--- src/rtl/mac_stream_tx.sv ---
// mac_stream_tx: operand-pair stream transmitter feeding the mac slave port.
//
// The control side writes data/weight pairs into a circular show-ahead FIFO.
// A start request with 1 <= len <= level launches a packet of len beats on a
// valid/ready master stream; the final beat carries tlast_m and done pulses
// for one cycle after the last handshake. Writes are accepted in every state
// so the buffer can be refilled while a packet is in flight.
//
// Optional build macro: MAC_TX_LEN_CHK_EN adds the err output, a one-cycle
// pulse (registered) for a rejected start in IDLE or a write while full.
//
// Ports:
//   clk, rst_n                 clock, asynchronous active-low reset
//   wr_en, wr_data, wr_weight  pair write (ignored while full)
//   full, level                buffer status
//   start, len                 packet request (len sampled on acceptance)
//   busy                       high while sending
//   tvalid_m, tready_m         master stream handshake
//   tdata_m, weight_m, tlast_m head pair and last-beat flag (zero when idle)
//   done                       one-cycle pulse after the last beat
//   err                        (MAC_TX_LEN_CHK_EN only) rejected start/write
module mac_stream_tx #(
  parameter  int WIDTH = 32,
  parameter  int DEPTH = 32,
  localparam int CW    = $clog2(DEPTH) + 1
) (
  input  logic             clk,
  input  logic             rst_n,
  input  logic             wr_en,
  input  logic [WIDTH-1:0] wr_data,
  input  logic [WIDTH-1:0] wr_weight,
  output logic             full,
  output logic [CW-1:0]    level,
  input  logic             start,
  input  logic [CW-1:0]    len,
  output logic             busy,
  output logic             tvalid_m,
  input  logic             tready_m,
  output logic [WIDTH-1:0] tdata_m,
  output logic [WIDTH-1:0] weight_m,
  output logic             tlast_m,
  output logic             done
`ifdef MAC_TX_LEN_CHK_EN
  ,
  output logic             err
`endif
);

  localparam int AW = $clog2(DEPTH);

  localparam logic [1:0] S_IDLE = 2'd0;
  localparam logic [1:0] S_SEND = 2'd1;
  localparam logic [1:0] S_DONE = 2'd2;

  localparam logic [CW-1:0] LVL_ONE  = CW'(1);
  localparam logic [CW-1:0] LVL_FULL = CW'(DEPTH);
  localparam logic [AW-1:0] PTR_ONE  = AW'(1);

  logic [WIDTH-1:0] data_mem   [DEPTH];
  logic [WIDTH-1:0] weight_mem [DEPTH];

  logic [1:0]    state_q, state_d;
  logic [AW-1:0] wr_ptr_q, wr_ptr_d;
  logic [AW-1:0] rd_ptr_q, rd_ptr_d;
  logic [CW-1:0] level_q, level_d;
  logic [CW-1:0] remaining_q, remaining_d;

  logic send;
  logic full_w;
  logic wr_fire;
  logic pop;
  logic start_ok;

  always_comb begin
    send     = (state_q == S_SEND);
    full_w   = (level_q == LVL_FULL);
    wr_fire  = wr_en && !full_w;
    pop      = send && tready_m;
    // len is compared against the level before any same-cycle write.
    start_ok = start && (len != '0) && (len <= level_q);

    state_d     = state_q;
    remaining_d = remaining_q;
    case (state_q)
      S_IDLE: begin
        if (start_ok) begin
          state_d     = S_SEND;
          remaining_d = len;
        end
      end
      S_SEND: begin
        if (tready_m) begin
          remaining_d = remaining_q - LVL_ONE;
          if (remaining_q == LVL_ONE) begin
            state_d = S_DONE;
          end
        end
      end
      S_DONE: begin
        state_d = S_IDLE;
      end
      default: begin
        state_d = S_IDLE;
      end
    endcase

    // Pointers are AW bits wide, so DEPTH being a power of two makes the
    // increment wrap modulo DEPTH for free.
    wr_ptr_d = wr_fire ? (wr_ptr_q + PTR_ONE) : wr_ptr_q;
    rd_ptr_d = pop     ? (rd_ptr_q + PTR_ONE) : rd_ptr_q;

    level_d = level_q;
    if (wr_fire && !pop) begin
      level_d = level_q + LVL_ONE;
    end else if (!wr_fire && pop) begin
      level_d = level_q - LVL_ONE;
    end
  end

  always_ff @(posedge clk or negedge rst_n) begin
    if (!rst_n) begin
      state_q     <= S_IDLE;
      wr_ptr_q    <= '0;
      rd_ptr_q    <= '0;
      level_q     <= '0;
      remaining_q <= '0;
    end else begin
      state_q     <= state_d;
      wr_ptr_q    <= wr_ptr_d;
      rd_ptr_q    <= rd_ptr_d;
      level_q     <= level_d;
      remaining_q <= remaining_d;
    end
  end

  // Storage carries no reset: an empty buffer is defined by the pointers
  // and level alone.
  always_ff @(posedge clk) begin
    if (wr_fire) begin
      data_mem[wr_ptr_q]   <= wr_data;
      weight_mem[wr_ptr_q] <= wr_weight;
    end
  end

  assign full     = full_w;
  assign level    = level_q;
  assign busy     = send;
  assign tvalid_m = send;
  // Show-ahead head; forced to zero outside SEND so idle beats are clean.
  assign tdata_m  = send ? data_mem[rd_ptr_q]   : '0;
  assign weight_m = send ? weight_mem[rd_ptr_q] : '0;
  assign tlast_m  = send && (remaining_q == LVL_ONE);
  assign done     = (state_q == S_DONE);

`ifdef MAC_TX_LEN_CHK_EN
  logic err_q, err_d;

  always_comb begin
    err_d = ((state_q == S_IDLE) && start && !start_ok) || (wr_en && full_w);
  end

  always_ff @(posedge clk or negedge rst_n) begin
    if (!rst_n) begin
      err_q <= 1'b0;
    end else begin
      err_q <= err_d;
    end
  end

  assign err = err_q;
`endif

endmodule

--- config.mk ---
export PLATFORM = sky130hd
export DESIGN_NAME = mac_stream_tx
export DESIGN_NICKNAME = d
export VERILOG_FILES = /design/src/rtl/mac_stream_tx.sv
export SDC_FILE = /design/constraint.sdc
export NUM_CORES = 2
export LEC_CHECK = 0
export CAP_MARGIN = 5
export CORE_MARGIN = 3
export CORE_UTILIZATION = 50
export DETAILED_ROUTE_END_ITERATION = 10
export PLACE_DENSITY = 0.66
export SLEW_MARGIN = 30
export SYNTH_ARGS = -nofsm -noshare
export SYNTH_HDL_FRONTEND = slang
export SYNTH_SLANG_ARGS = --single-unit
--- constraint.sdc ---
create_clock -name clk -period 11.25 [get_ports clk]
set_clock_uncertainty 0.05 [all_clocks]
set_input_delay 2.25 -clock clk [delete_from_list [all_inputs] [get_ports clk]]
set_output_delay 2.25 -clock clk [all_outputs]
set_load 0.005 [all_outputs]
==> metrics <==
CTS tree=yes; Critical path origin=rd_ptr_q[2]$_DFFE_PN0P_; CP Data Arrival Time=roughly 5.3 ns; Final Total Pwr=approximately 22 mW; Min-Delay Path Class=reg2reg; 1st-iter DRT viols=between 4000 and 5000; final core utilization=0.571; area leader, netlist=edfxtp_1; drt first pass iters=5; ys flop type=edfxtp_1; GP Congestion=about 0.74; Synth top cells by count=2048 x edfxtp_1, 410 x mux4_2, 219 x mux2i_1; CP Capture Type=output pin; Pins Over Slew Limit=0; IO Count=150; setup violators final=0; Initial Util=0.505; first-pass GRT wire length=roughly 280 mm; compound-gate portion of the synthesized area=0.0438; Routed Antenna Nets=0; DR vias/cell=between 6 and 7; largest family of logic cells by synthesized area=multiplexers; Placed Cells=between 5000 and 6000; FFs w/ async S/R, synth=0.0116; clk slew on worst S/H paths=roughly 0.06 ns; Worst EP required=about 9 ns; internal power=15.5 mW; post-CTS setup buffer count=0; Final Hold Viols=0; post-synthesis mux area share=0.144; Static Leak=~28 nW; Post-synth EDFFs=about 2000; WS Path Type=reg2out; all-layer global routing usage=0.237; actual slew at the worst max-slew pin=about 1 ns; RSZ-0062 raised after global routing=no; Hold Startpoint=remaining_q[0]$_DFFE_PN0P_; Switching Power=6.62 mW; Logic pwr share=0.286; hold_buf cts=0; clock sinks=around 2100; Synth top area share=0.776; vias post-DR=approximately 38000; syn nets=3639; area of the multi-input gates=0.0161 sq mm; worst rel slew slack=0.333; Max IR drop VDD=~0.23 mV; Bufs on Longest Clock Path=3; WL/cell=about 32 um; Num CTS Buffers=approximately 200; die area=between 0.15 and 0.2 sq mm; Post-Syn Area=between 0.07 and 0.08 sq mm; Sw Ratio=0.299; Netlist cell types=55; PD cells=between 200 and 250 mW/mm^2; Site Rows=between 100 and 150; share of cells above drive strength 1=0.227; Root Buffer=clkbuf_16; antenna violations before repair=10; area of the core=approximately 0.16 sq mm; PostCTS Resize Cnt=0; Area Growth Syn to Fin=13.0%; sequential share of the synthesized area=0.784; crit path time final=roughly 7.6 ns; adder-cell area share of the yosys netlist=0.00310; # Max-Cap Violations=0; Post-Route WL=191 mm; R2R Path Start=level[0]$_DFFE_PN0P_; Post-Layout Cell Count=roughly 6000; Synth Area per Inst=roughly 22 sq um; XOR/XNOR share of the synthesized area=0.00122; worst setup margin=3.67 ns; register area=roughly 0.062 sq mm; gr ovfl total=0; fraction of the mapped netlist area in simple logic gates=0.00731; Post-Place Worst Slack=about 4.4 ns; Flop pwr share=0.417; Post-route DRC=0; Tcrit/Tclk final=0.673; hpwl dp=~97 mm; fill count=roughly 11000; Port Buf Inserts=approximately 150; H-tree depth=4; top-count cell post-synth=edfxtp_1; NumNets Final=slightly below 4000; Synth Instances=3545; clock latency on the worst-skew pair=0.83 ns; DIE WIDTH=404 um; top post-synthesis cells by area=edfxtp_1 78%, mux4_2 12%, mux2i_1 2.8%; fmax=approximately 130 MHz; warnings from Yosys=0; status=finished clean; number of global-route vias before repair=38927; Worst Setup Start Kind=flip-flop; Clock power frac=0.297; setup TNS=0 ns; crit-path max FO=98; die span in y=about 400 um; largest net degree at the start of global routing=approximately 120; Synth Register Bits=2072
[cell usage in the layout (no fill, tap or decap), drive strengths merged, types with 4 or more instances in the layout]
cell,count
xnor2,9
nand3,7
o21ai,10
diode,6
clkbuf,254
clkdlybuf4s50,86
nand2,38
nor3,6
dfrtp,24
nand3b,4
mux2i,219
o221ai,51
mux4,410
bufinv,15
nor2b,5
clkinv,100
ha,18
a21oi,25
a22oi,64
inv,24
o211ai,6
edfxtp,2048
a211oi,155
buf,155
a22o,51
nor2,44
a211o,13
o22ai,64
a31oi,14
[worst max-delay path, stage by stage, from the launching register on]
cell,delay [ns]
dfrtp_2,0.48
buf_4,0.68
nor2b_4,0.79
buf_12,0.56
a22o_1,0.27
a211oi_1,0.06
a211oi_1,0.75
clkdlybuf4s50_1,0.65
[sequential cells by signal, indices dropped and copies added, names as in the netlist]
register,flops
level,6
rd_ptr_q,5
data_mem,1024
remaining_q,6
weight_mem,1024
wr_ptr_q,5
state_q,2
[worst paths after layout]
check	to	slack, ns	cells past startpoint
setup reg to reg	data_mem[25][27]$_DFFE_PP_	6.84	6
min in group asynchronous	state_q[1]$_DFFE_PN0P_	1.44	1
setup / recovery	tdata_m[8]	3.67	7
hold reg to reg	remaining_q[0]$_DFFE_PN0P_	0.48	1
max in group asynchronous	rd_ptr_q[0]$_DFFE_PN0P_	9.09	1
hold / removal	remaining_q[0]$_DFFE_PN0P_	0.48	1
[metrics by stage]
step / hold WS [ns] / area [sq um]
2_1_floorplan: 0.439 / 79200
3_3_place_gp: 0.470 / 83000
3_5_place_dp: 0.483 / 83300
4_1_cts: 0.492 / 89700
5_1_grt: 0.538 / 89500
6_report: 0.485 / 89500
[cells by family after synthesis]
group | count (synthesis)
AOI/OAI and AO/OA | 463
xor gates and xnor gates | 11
adders and majority gates | 19
buffers and inverters | 227
DFF | 2072
muxes | 629
and+or+nand+nor | 124
[routing by layer]
layer | GRT usage | wire [um]
met4 | 0.0591 | 4050
met3 | 0.0395 | 14600
met5 | 0 | 11
met1 | 0.344 | 78400
met2 | 0.381 | 94000
[power groups by stage]
stage	clock [mW]	combinational (mW)	sequential, mW
finish	6.57	6.32	9.22
global route	6.99	6.74	9.26
CTS	6.67	6.43	9.23
detailed placement	0	6.40	9.39
global placement	0	6.35	9.37
floorplan	0	4.15	9.25
[final cells by class]
cell class | instances | area share
well taps | 2058 | 0.0288
repair buffers | 241 | 0.0242
clock inverters | 125 | 0.0128
flip-flops and latches | 2072 | 0.694
diodes | 6 | 0.000168
clock buffers | 254 | 0.0595
multi-input cells | 1246 | 0.180
inverters | 16 | 0.000671
(Power assumes the default switching activity.)
